## src/rtl/id_ex_stage.sv

```systemverilog
// ID/EX pipeline register with load-use hazard detection, branch-flush bubbles
// and a saturating counter of load-use stall cycles.
module id_ex_stage #(
   parameter int unsigned XLEN  = 32,
   parameter int unsigned RA_W  = 5,
   parameter int unsigned CNT_W = 16
) (
   input  logic             clk,
   input  logic             rst_n,
   input  logic             ValidD,
   input  logic             RegWriteD,
   input  logic [1:0]       ResultSrcD,
   input  logic             MemWriteD,
   input  logic             BranchD,
   input  logic             ALUSrcD,
   input  logic [1:0]       ALUOpD,
   input  logic [2:0]       funct3D,
   input  logic             funct7b5D,
   input  logic [XLEN-1:0]  RD1D,
   input  logic [XLEN-1:0]  RD2D,
   input  logic [XLEN-1:0]  ImmExtD,
   input  logic [XLEN-1:0]  PCD,
   input  logic [XLEN-1:0]  PCPlus4D,
   input  logic [RA_W-1:0]  Rs1D,
   input  logic [RA_W-1:0]  Rs2D,
   input  logic [RA_W-1:0]  RdD,
   input  logic             PCSrcE,
   output logic             ValidE,
   output logic             RegWriteE,
   output logic [1:0]       ResultSrcE,
   output logic             MemWriteE,
   output logic             BranchE,
   output logic             ALUSrcE,
   output logic [1:0]       ALUOpE,
   output logic [2:0]       funct3E,
   output logic             funct7b5E,
   output logic [XLEN-1:0]  RD1E,
   output logic [XLEN-1:0]  RD2E,
   output logic [XLEN-1:0]  ImmExtE,
   output logic [XLEN-1:0]  PCE,
   output logic [XLEN-1:0]  PCPlus4E,
   output logic [RA_W-1:0]  Rs1E,
   output logic [RA_W-1:0]  Rs2E,
   output logic [RA_W-1:0]  RdE,
   output logic             StallF,
   output logic             StallD,
   output logic [CNT_W-1:0] StallCount
);

   logic lw_stall;
   logic bubble;
   logic stall;

   always_comb begin
      lw_stall = ValidD & ValidE & (ResultSrcE == 2'b01) & (RdE != '0) &
                 ((Rs1D == RdE) | (Rs2D == RdE));
      // a taken branch squashes Decode, so holding it would be pointless
      stall    = lw_stall & ~PCSrcE;
      bubble   = PCSrcE | lw_stall;
   end

   assign StallF = stall;
   assign StallD = stall;

   always_ff @(posedge clk or negedge rst_n) begin
      if (!rst_n) begin
         ValidE     <= 1'b0;
         RegWriteE  <= 1'b0;
         ResultSrcE <= '0;
         MemWriteE  <= 1'b0;
         BranchE    <= 1'b0;
         ALUSrcE    <= 1'b0;
         ALUOpE     <= '0;
         funct3E    <= '0;
         funct7b5E  <= 1'b0;
         RD1E       <= '0;
         RD2E       <= '0;
         ImmExtE    <= '0;
         PCE        <= '0;
         PCPlus4E   <= '0;
         Rs1E       <= '0;
         Rs2E       <= '0;
         RdE        <= '0;
      end else if (bubble) begin
         ValidE     <= 1'b0;
         RegWriteE  <= 1'b0;
         ResultSrcE <= '0;
         MemWriteE  <= 1'b0;
         BranchE    <= 1'b0;
         ALUSrcE    <= 1'b0;
         ALUOpE     <= '0;
         funct3E    <= '0;
         funct7b5E  <= 1'b0;
         RD1E       <= '0;
         RD2E       <= '0;
         ImmExtE    <= '0;
         PCE        <= '0;
         PCPlus4E   <= '0;
         Rs1E       <= '0;
         Rs2E       <= '0;
         RdE        <= '0;
      end else begin
         // side-effecting controls are gated so an inert slot can never write
         ValidE     <= ValidD;
         RegWriteE  <= RegWriteD & ValidD;
         ResultSrcE <= ResultSrcD;
         MemWriteE  <= MemWriteD & ValidD;
         BranchE    <= BranchD & ValidD;
         ALUSrcE    <= ALUSrcD;
         ALUOpE     <= ALUOpD;
         funct3E    <= funct3D;
         funct7b5E  <= funct7b5D;
         RD1E       <= RD1D;
         RD2E       <= RD2D;
         ImmExtE    <= ImmExtD;
         PCE        <= PCD;
         PCPlus4E   <= PCPlus4D;
         Rs1E       <= Rs1D;
         Rs2E       <= Rs2D;
         RdE        <= RdD;
      end
   end

   always_ff @(posedge clk or negedge rst_n) begin
      if (!rst_n)
         StallCount <= '0;
      else if (stall && (StallCount != '1))
         StallCount <= StallCount + CNT_W'(1);
   end

endmodule
```

## config.mk

```make
export PLATFORM = sky130hd
export DESIGN_NAME = id_ex_stage
export DESIGN_NICKNAME = d
export VERILOG_FILES = /design/src/rtl/id_ex_stage.sv
export SDC_FILE = /design/constraint.sdc
export NUM_CORES = 1
export LEC_CHECK = 0
export ABC_AREA = 1
export BUFFER_PORTS_ARGS = -buffer_cell sky130_fd_sc_hd__buf_2
export CORE_AREA = 2 2 152 154
export DETAILED_ROUTE_END_ITERATION = 6
export DIE_AREA = 0 0 154 156
export PLACE_DENSITY = 0.73
export SETUP_SLACK_MARGIN = 0.1
export SLEW_MARGIN = 10
export SYNTH_ARGS = -nofsm -noshare
export SYNTH_HDL_FRONTEND = slang
export SYNTH_SLANG_ARGS = --single-unit
```

## constraint.sdc

```tcl
create_clock -name clk -period 1.65 [get_ports clk]
set_input_delay 0.33 -clock clk [delete_from_list [all_inputs] [get_ports clk]]
set_output_delay 0.33 -clock clk [all_outputs]
set_load 0.005 [all_outputs]
```

Word-level counts from Yosys, hierarchy flattened
Index checks and enable logic that the tools add are counted.
- memories: 0
- logic and storage cells: 53
- latch bits: 0
- output and inout bits: 206
- flip-flop bits (word level): 204
- input bits: 191
- ROM bits: 0
- RAM bits: 0
- add/subtract/negate cells: 1
- muxes and demuxes: 17
- order comparisons: 0
- shift operators: 0
- divide/modulo/power cells: 0
- reductions and logical operators: 2
- bitwise gates (word level): 11
- multiply operators: 0
- equality and inequality tests: 4
- operators with widths (operator ; number):
    32-bit two-way mux ; 5
    16-bit by 1-bit adder with 16-bit output (second input constant) ; 1
    16-bit != test (second input constant) ; 1
    5-bit two-way mux ; 3
    5-bit == test ; 2
    1-bit AND ; 8
    1-bit two-way mux ; 6
    5-bit nonzero test ; 1
    2-bit two-way mux ; 2
    3-bit two-way mux ; 1
    2-bit by 1-bit == test with 1-bit output (second input constant) ; 1
    1-bit OR ; 2
    1-bit logical AND ; 1
    1-bit NOT ; 1

Depth between registers and ports, before layout
Gate-level depths: netlist of run 1.
- depth in word-level cells: 6
- depth in mapped cells: 11
- gate-level depth less buffers: 10

Worst setup path before layout of run 1
No wires, ideal clock.
- kind: flip-flop to flip-flop
- from: register StallCount[0]
- to: register StallCount[5]
- data required time: 1533 ps
- setup time: 117 ps
- cell stages (with the launch flop): 9
- clock period less this slack: 1579 ps
- arrival time: 1462 ps
- buffers on the path: 1
- setup slack: 71 ps
- path through: dfrtp_1 > ha_1 > nand3_1 > inv_1 > nand4_1 > nand4_1 > buf_4 > nand2_1 > nand2_1
- longest elaborated chain between the ends: 2
- elaborated cells on any way between the ends: 3
- classes of those cells: add/sub: 1; eq/ne: 1; reduce/logical: 1
- RTL lines (what ; RTL line ; text):
    start: declaration ; 47 ; output logic [CNT_W-1:0] StallCount
    start signal: assignment ; 128 ; StallCount <= StallCount + CNT_W'(1);
    branches (longest 2 deep; another with 16-bit by 1-bit adder with 16-bit output) ; -- ;
Several ways; the timed one is not identified.
A chain may end at the register's enable or synchronous reset.

Worst setup path after layout of run 1
- from: register RdE[0]
- to: output port StallD
- longest elaborated chain between the ends: 4
- elaborated cells on any way between the ends: 7
- classes of those cells: eq/ne: 2; bitwise: 4; reduce/logical: 1
- RTL lines (what ; RTL line ; text):
    start: declaration ; 44 ; output logic [RA_W-1:0] RdE,
    start signal: assignment ; 120 ; RdE <= RdD;
    5-bit == test or 5-bit nonzero test (tied branches) ; 56, 55 ;
    1-bit OR or 1-bit AND (tied branches) ; 56, 55 ;
    1-bit AND (*) ; 55 ; lw_stall = ValidD & ValidE & (ResultSrcE == 2'b01) & (RdE != '0) &
    1-bit AND (*) ; 58 ; stall = lw_stall & ~PCSrcE;
    end: declaration ; 46 ; output logic StallD,
Every way passes the cells marked *; elsewhere a longest branch is shown, timed or not.

==> results of run 1 <==
-- where the power goes --
part | switching [mW] | internal [mW] | total (mW)
clock | 1.99 | 2.95 | 4.94
sequential | 0.0692 | 5.24 | 5.31
combinational | 0.557 | 0.501 | 1.06
-- registers in the layout (all words and copies together), names as in the netlist, 2 cells and up --
name and flops:
PCPlus4E 32, Rs1E 5, RD2E 32, ResultSrcE 2
Rs2E 5, funct3E 3, StallCount 16, RD1E 32
PCE 32, ImmExtE 32, ALUOpE 2, RdE 5
-- path summary, 6_finish.rpt --
| kind | depth (start not counted) | to | startpoint |
|---|---|---|---|
| max | 8 | StallD | RdE[0] |
| min | 3 | RD1E[3] | RD1D[3] |
| max reg2reg | 9 | RD2E[31] | RdE[0] |
| min reg2reg | 2 | StallCount[13] | StallCount[13] |
| max in group asynchronous | 3 | ImmExtE[1] | rst_n |
| min in group asynchronous | 2 | StallCount[13] | rst_n |
-- routing by layer --
layer / wire length, µm / GRT usage [%] / part of all wire, %
met1: 7747 / 17.73 / 37
met2: 10210 / 29.75 / 49
met3: 2191 / 6.139 / 10
met4: 714 / 6.364 / 3.4
met5: 11 / 0 / 0.053
-- synth_stat cells, types with 3 or more instances --
cell     number
buf_2         6
buf_4        16
dfrtp_1     204
inv_1       200
inv_2         3
nand2_1      90
nand3_1      12
nand4_1       3
nor2_1      206
nor3_1        5
xnor2_1       7
xor2_1        9
-- kinds of logic (layout without fill, tap and decap cells) --
group	Yosys count	in the layout	share of synthesized area [%]
AND/OR/NAND/NOR	319	319	16.67
buffers and inverters	226	687	12.45
flip-flops	204	204	68.83
XOR/XNOR	16	16	1.889
adder cells (fa/ha/maj)	1	1	0.1687
other	0	1	0
-- per-stage QoR --
stage	hold slack, ns	instances	utilization [%]
CTS	0.0004435	1510	48.60
finish	0.02513	1513	48.71
detailed placement	0.3264	1458	44.65
global placement	0.3282	1458	44.65
global route	0.002596	1512	48.70
floorplan	0.03441	766	-
-- what timing repair did --
action | in CTS | in global routing
endpoints found under the hold margin | 44 | 0
buffers inserted | 3 | 2
resized for setup | 10 | 4
endpoints found under the setup margin | 187 | 209
hold buffers | 8 | 0
pin swaps | 6 | 3
-- area by class of cell --
| cell class | count | area share (%) |
|---|---|---|
| diodes | 1 | 0.02297 |
| clock buffers | 33 | 6.087 |
| clock inverters | 8 | 0.7006 |
| inverters | 203 | 6.994 |
| multi-input cells | 336 | 13.08 |
| flip-flops and latches | 204 | 46.90 |
| well taps | 285 | 3.273 |
| repair buffers | 443 | 22.94 |
-- critical path: cells and delay by family (launching register included) --
kind,cells,cell delay [ns]
buf+inv,2,0.18
flops,1,0.43
simple gates,6,0.55
==> results.json, run 1 <==
{
  "vias": 6263,
  "grt_pass1_wl_um": 31530,
  "dp_hpwl_um": 15790,
  "timing.final.ws_setup_ns": -0.3509,
  "yosys-top-cells-area": "dfrtp_1, nor2_1, inv_1, nand2_1, buf_4",
  "layout_min_cycle_time_ns": 2.001,
  "firstDrtPassIters": 6,
  "drv_slew": 0,
  "dieHeight_um": 156,
  "drive_above_1_share_pct": 39.45,
  "ys_ff_latch": 204,
  "cts_tree": "built",
  "cp_data_required_time_ns": 1.32,
  "synthCells": 766,
  "synthesis.nets": 958,
  "slowest_delay_ns": 0.43,
  "placed_area_um2": 9987,
  "avgSynthCellArea_um2": 9.683,
  "clock_sinks": 204,
  "dp_slack_ns": -0.08342,
  "grt_usage_pct": 16.55,
  "final_area_um2": 10890,
  "ant_nets": 0,
  "crit_slowest_cell": "dfrtp_2",
  "critical_path_peak_fanout": 6,
  "area_growth_pct": 46.88,
  "ys_warn_count": 0,
  "rows": 55,
  "grt_max_degree": 47,
  "synth_ff_type": "dfrtp_1",
  "tns_ns": -3.970,
  "drtIter0Drc": 324,
  "drc": 0,
  "die_area_um2": 24020,
  "crit_chain": "nor2_1, nor2_1, nor2_1, nand3_1, nand2_2, nand3_4, inv_2, buf_2",
  "synth_edf_count": 0,
  "setup_violations": 93,
  "rsz0062_at_grt": "true",
  "die_w_um": 154,
  "r2r_slack_ns": -0.07,
  "synth.top_cell.area_share_pct": 68.83,
  "worst_hold_path_type": "in -> reg",
  "powerDensity_nw_per_um2": 1038,
  "status": "complete, but fails checks",
  "wl_um": 20880,
  "overflow": 0,
  "violations": "negative setup slack",
  "nNetsFinal": 1403,
  "fillers": 2069,
  "hold_viol_final": 0,
  "ctsLongestPathBuffers": 3,
  "post-route-period-util_pct": 121.3,
  "cp_common_cell": "nor2_1",
  "cp-start-kind": "flop",
  "root_buffer": "clkbuf_16",
  "fp.coreArea_um2": 22370,
  "slew_headroom_pct": 67.90,
  "ys_async_sr_fraction_pct": 100.0,
  "gp_congestion": 0.9160,
  "layout_common_cells": "buf_2, nor2_1, dfrtp_1",
  "worst_setup_path_end_kind": "output pin",
  "cts_buffers": 23,
  "port_buffers": 396,
  "arrival_ns": 1.67,
  "clock_latency_ns": 0.50,
  "synth_area_leader_cell": "dfrtp_1",
  "start_util_pct": 33.16,
  "grt_pass1_vias": 6363,
  "seqCellArea_um2": 5110,
  "tightest_slew_ns": 0.4815,
  "avgRoutedWirePerCell_um": 13.80,
  "htreeDepth": 1,
  "io-pin-count": 397,
  "p_leak_nw": 6.782,
  "cap_violations": 0,
  "vias_per_cell": 4.139,
  "final_common_cell": "buf_2",
  "multi_input_area_um2": 1425,
  "max_freq_mhz": 499.8,
  "ys_types": 17,
  "yosysSeqAreaShare_pct": 68.83,
  "clkSlewWorstSetupHoldPaths_ns": 0.06,
  "fin_skew_ns": 0.008136,
  "critPathKind": "reg -> out",
  "antenna_found_initial": 2,
  "power_mw": 11.31,
  "ir_drop_mv": 0.7826,
  "synth_area_um2": 7417
}
Power figures use the tool's default switching activity.
==> inputs of run 2 (changes only) <==
Settings changed: MAX_ROUTING_LAYER from default to met4.
==> results.json, run 2 (synthesized netlist as in run 1, its figures left out) <==
{
  "port_buffers": 396,
  "final_area_um2": 10890,
  "powerDensity_nw_per_um2": 1037,
  "start_util_pct": 33.16,
  "post-route-period-util_pct": 121.5,
  "max_freq_mhz": 498.7,
  "r2r_start": "RdE[0]",
  "worst_setup_path_end_kind": "output pin",
  "gp_congestion": 0.9319,
  "root_buffer": "clkbuf_16",
  "cap_violations": 0,
  "reg2reg_depth": 9,
  "final_common_cell": "buf_2",
  "grt_pass1_vias": 6386,
  "reg2reg_to": "RD2E[31]",
  "clkSlewWorstSetupHoldPaths_ns": 0.06,
  "vias": 6285,
  "hold_depth": 3,
  "critPathKind": "reg -> out",
  "antenna_found_initial": 2,
  "nNetsFinal": 1403,
  "firstDrtPassIters": 7,
  "seqCellArea_um2": 5110,
  "timing.final.ws_setup_ns": -0.3552,
  "power_frac_comb_pct": 9.4,
  "multi_input_area_um2": 1425,
  "p_int_mw": 8.692,
  "vias_per_cell": 4.154,
  "die_w_um": 154,
  "p_sw_share_pct": 23.08,
  "cp_data_required_time_ns": 1.32,
  "fp.coreArea_um2": 22370,
  "seqPwrFrac_pct": 47.0,
  "switchingPower_mw": 2.608,
  "drive_above_1_share_pct": 39.45,
  "placed_area_um2": 9987,
  "holdPathEnd": "RD2E[28]",
  "cp_common_cell": "nor2_1",
  "overflow": 0,
  "status": "complete, but fails checks",
  "pwr-share-clk_pct": 43.7,
  "cts_buffers": 23,
  "clock_sinks": 204,
  "r2r_slack_ns": -0.09,
  "tightest_slew_ns": 0.4777,
  "htreeDepth": 1,
  "grt_max_degree": 47,
  "arrival_ns": 1.68,
  "drc": 0,
  "setup_violations": 94,
  "slowest_delay_ns": 0.44,
  "area_growth_pct": 46.88,
  "hold_viol_final": 0,
  "cp-start-kind": "flop",
  "layout_min_cycle_time_ns": 2.005,
  "fillers": 2067,
  "rows": 55,
  "avgRoutedWirePerCell_um": 13.82,
  "worstHoldStart": "RD2D[28]",
  "layout_common_cells": "buf_2, nor2_1, dfrtp_1",
  "rsz0062_at_grt": "true",
  "p_leak_nw": 6.782,
  "grt_usage_pct": 17.04,
  "crit_slowest_cell": "dfrtp_2",
  "wl_um": 20910,
  "drtIter0Drc": 300,
  "power_mw": 11.30,
  "worst_hold_path_type": "in -> reg",
  "dieHeight_um": 156,
  "io-pin-count": 397,
  "die_area_um2": 24020,
  "fin_skew_ns": 0.008251,
  "critical_path_peak_fanout": 6,
  "ant_nets": 0,
  "drv_slew": 0,
  "crit_chain": "nor2_1, nor2_1, nor2_1, nand3_1, nand2_2, nand3_4, inv_2, buf_2",
  "fin_hold_ws_ns": 0.02536,
  "slew_headroom_pct": 68.15,
  "ir_drop_mv": 0.7811,
  "violations": "negative setup slack",
  "dp_hpwl_um": 15790,
  "cts_tree": "built",
  "grt_pass1_wl_um": 31480,
  "dp_slack_ns": -0.08342,
  "clock_latency_ns": 0.50,
  "ctsLongestPathBuffers": 3
}
==> run 2: metal layers <==
layer | wire (µm) | track usage [%]
met1 | 8092 | 18.50
met2 | 10290 | 29.79
met3 | 1840 | 4.889
met4 | 683 | 6.364
met5 | 0 | -
==> run 2: area by class of cell <==
class / instances / area share [%]
diodes: 1 / 0.02297
inverters: 203 / 6.994
multi-input cells: 336 / 13.08
clock buffers: 33 / 6.087
repair buffers: 443 / 22.94
well taps: 285 / 3.273
clock inverters: 8 / 0.7006
flip-flops and latches: 204 / 46.90
==> run 2: through the flow <==
| stage | std cells | setup TNS (ns) | utilization (%) |
|---|---|---|---|
| CTS | 1510 | -7.423 | 48.60 |
| floorplan | 766 | 0 | - |
| global route | 1513 | -35.30 | 48.71 |
| global placement | 1458 | -3.432 | 44.65 |
| detailed placement | 1458 | -6.127 | 44.65 |
| finish | 1513 | -4.462 | 48.71 |
==> run 2: repair_timing <==
item                       4_1_cts  5_1_grt
hold buffers                     8        0
buffers inserted                 3        2
gates resized for setup         10        4
hold endpoints to repair        44        0
pin swaps                        6        3
setup endpoints to repair      187      209
gates cloned                     0        0
==> run 2: critical path, delay by kind of cell, from the launching register on <==
kind	cells	cell delay (ns)
and+or+nand+nor	6	0.55
buffers and inverters	2	0.19
DFF	1	0.44
==> run 2: worst max-delay path by stage <==
stage / startpoint / endpoint
finish: RdE[0] / StallD
CTS: RdE[0] / StallF
global route: RdE[0] / StallF
floorplan: StallCount[0] / StallCount[5]
global placement: RdE[2] / PCE[23]
detailed placement: Rs1D[4] / RD2E[21]
==> run 2: power groups by stage <==
stage | Clock [mW] | Combinational, mW | Sequential, mW
finish | 4.93 | 1.06 | 5.31
global route | 5.29 | 1.19 | 5.33
CTS | 5.11 | 1.08 | 5.31
detailed placement | 0 | 1.05 | 5.39
global placement | 0 | 1.03 | 5.39
floorplan | 0 | 0.288 | 5.43
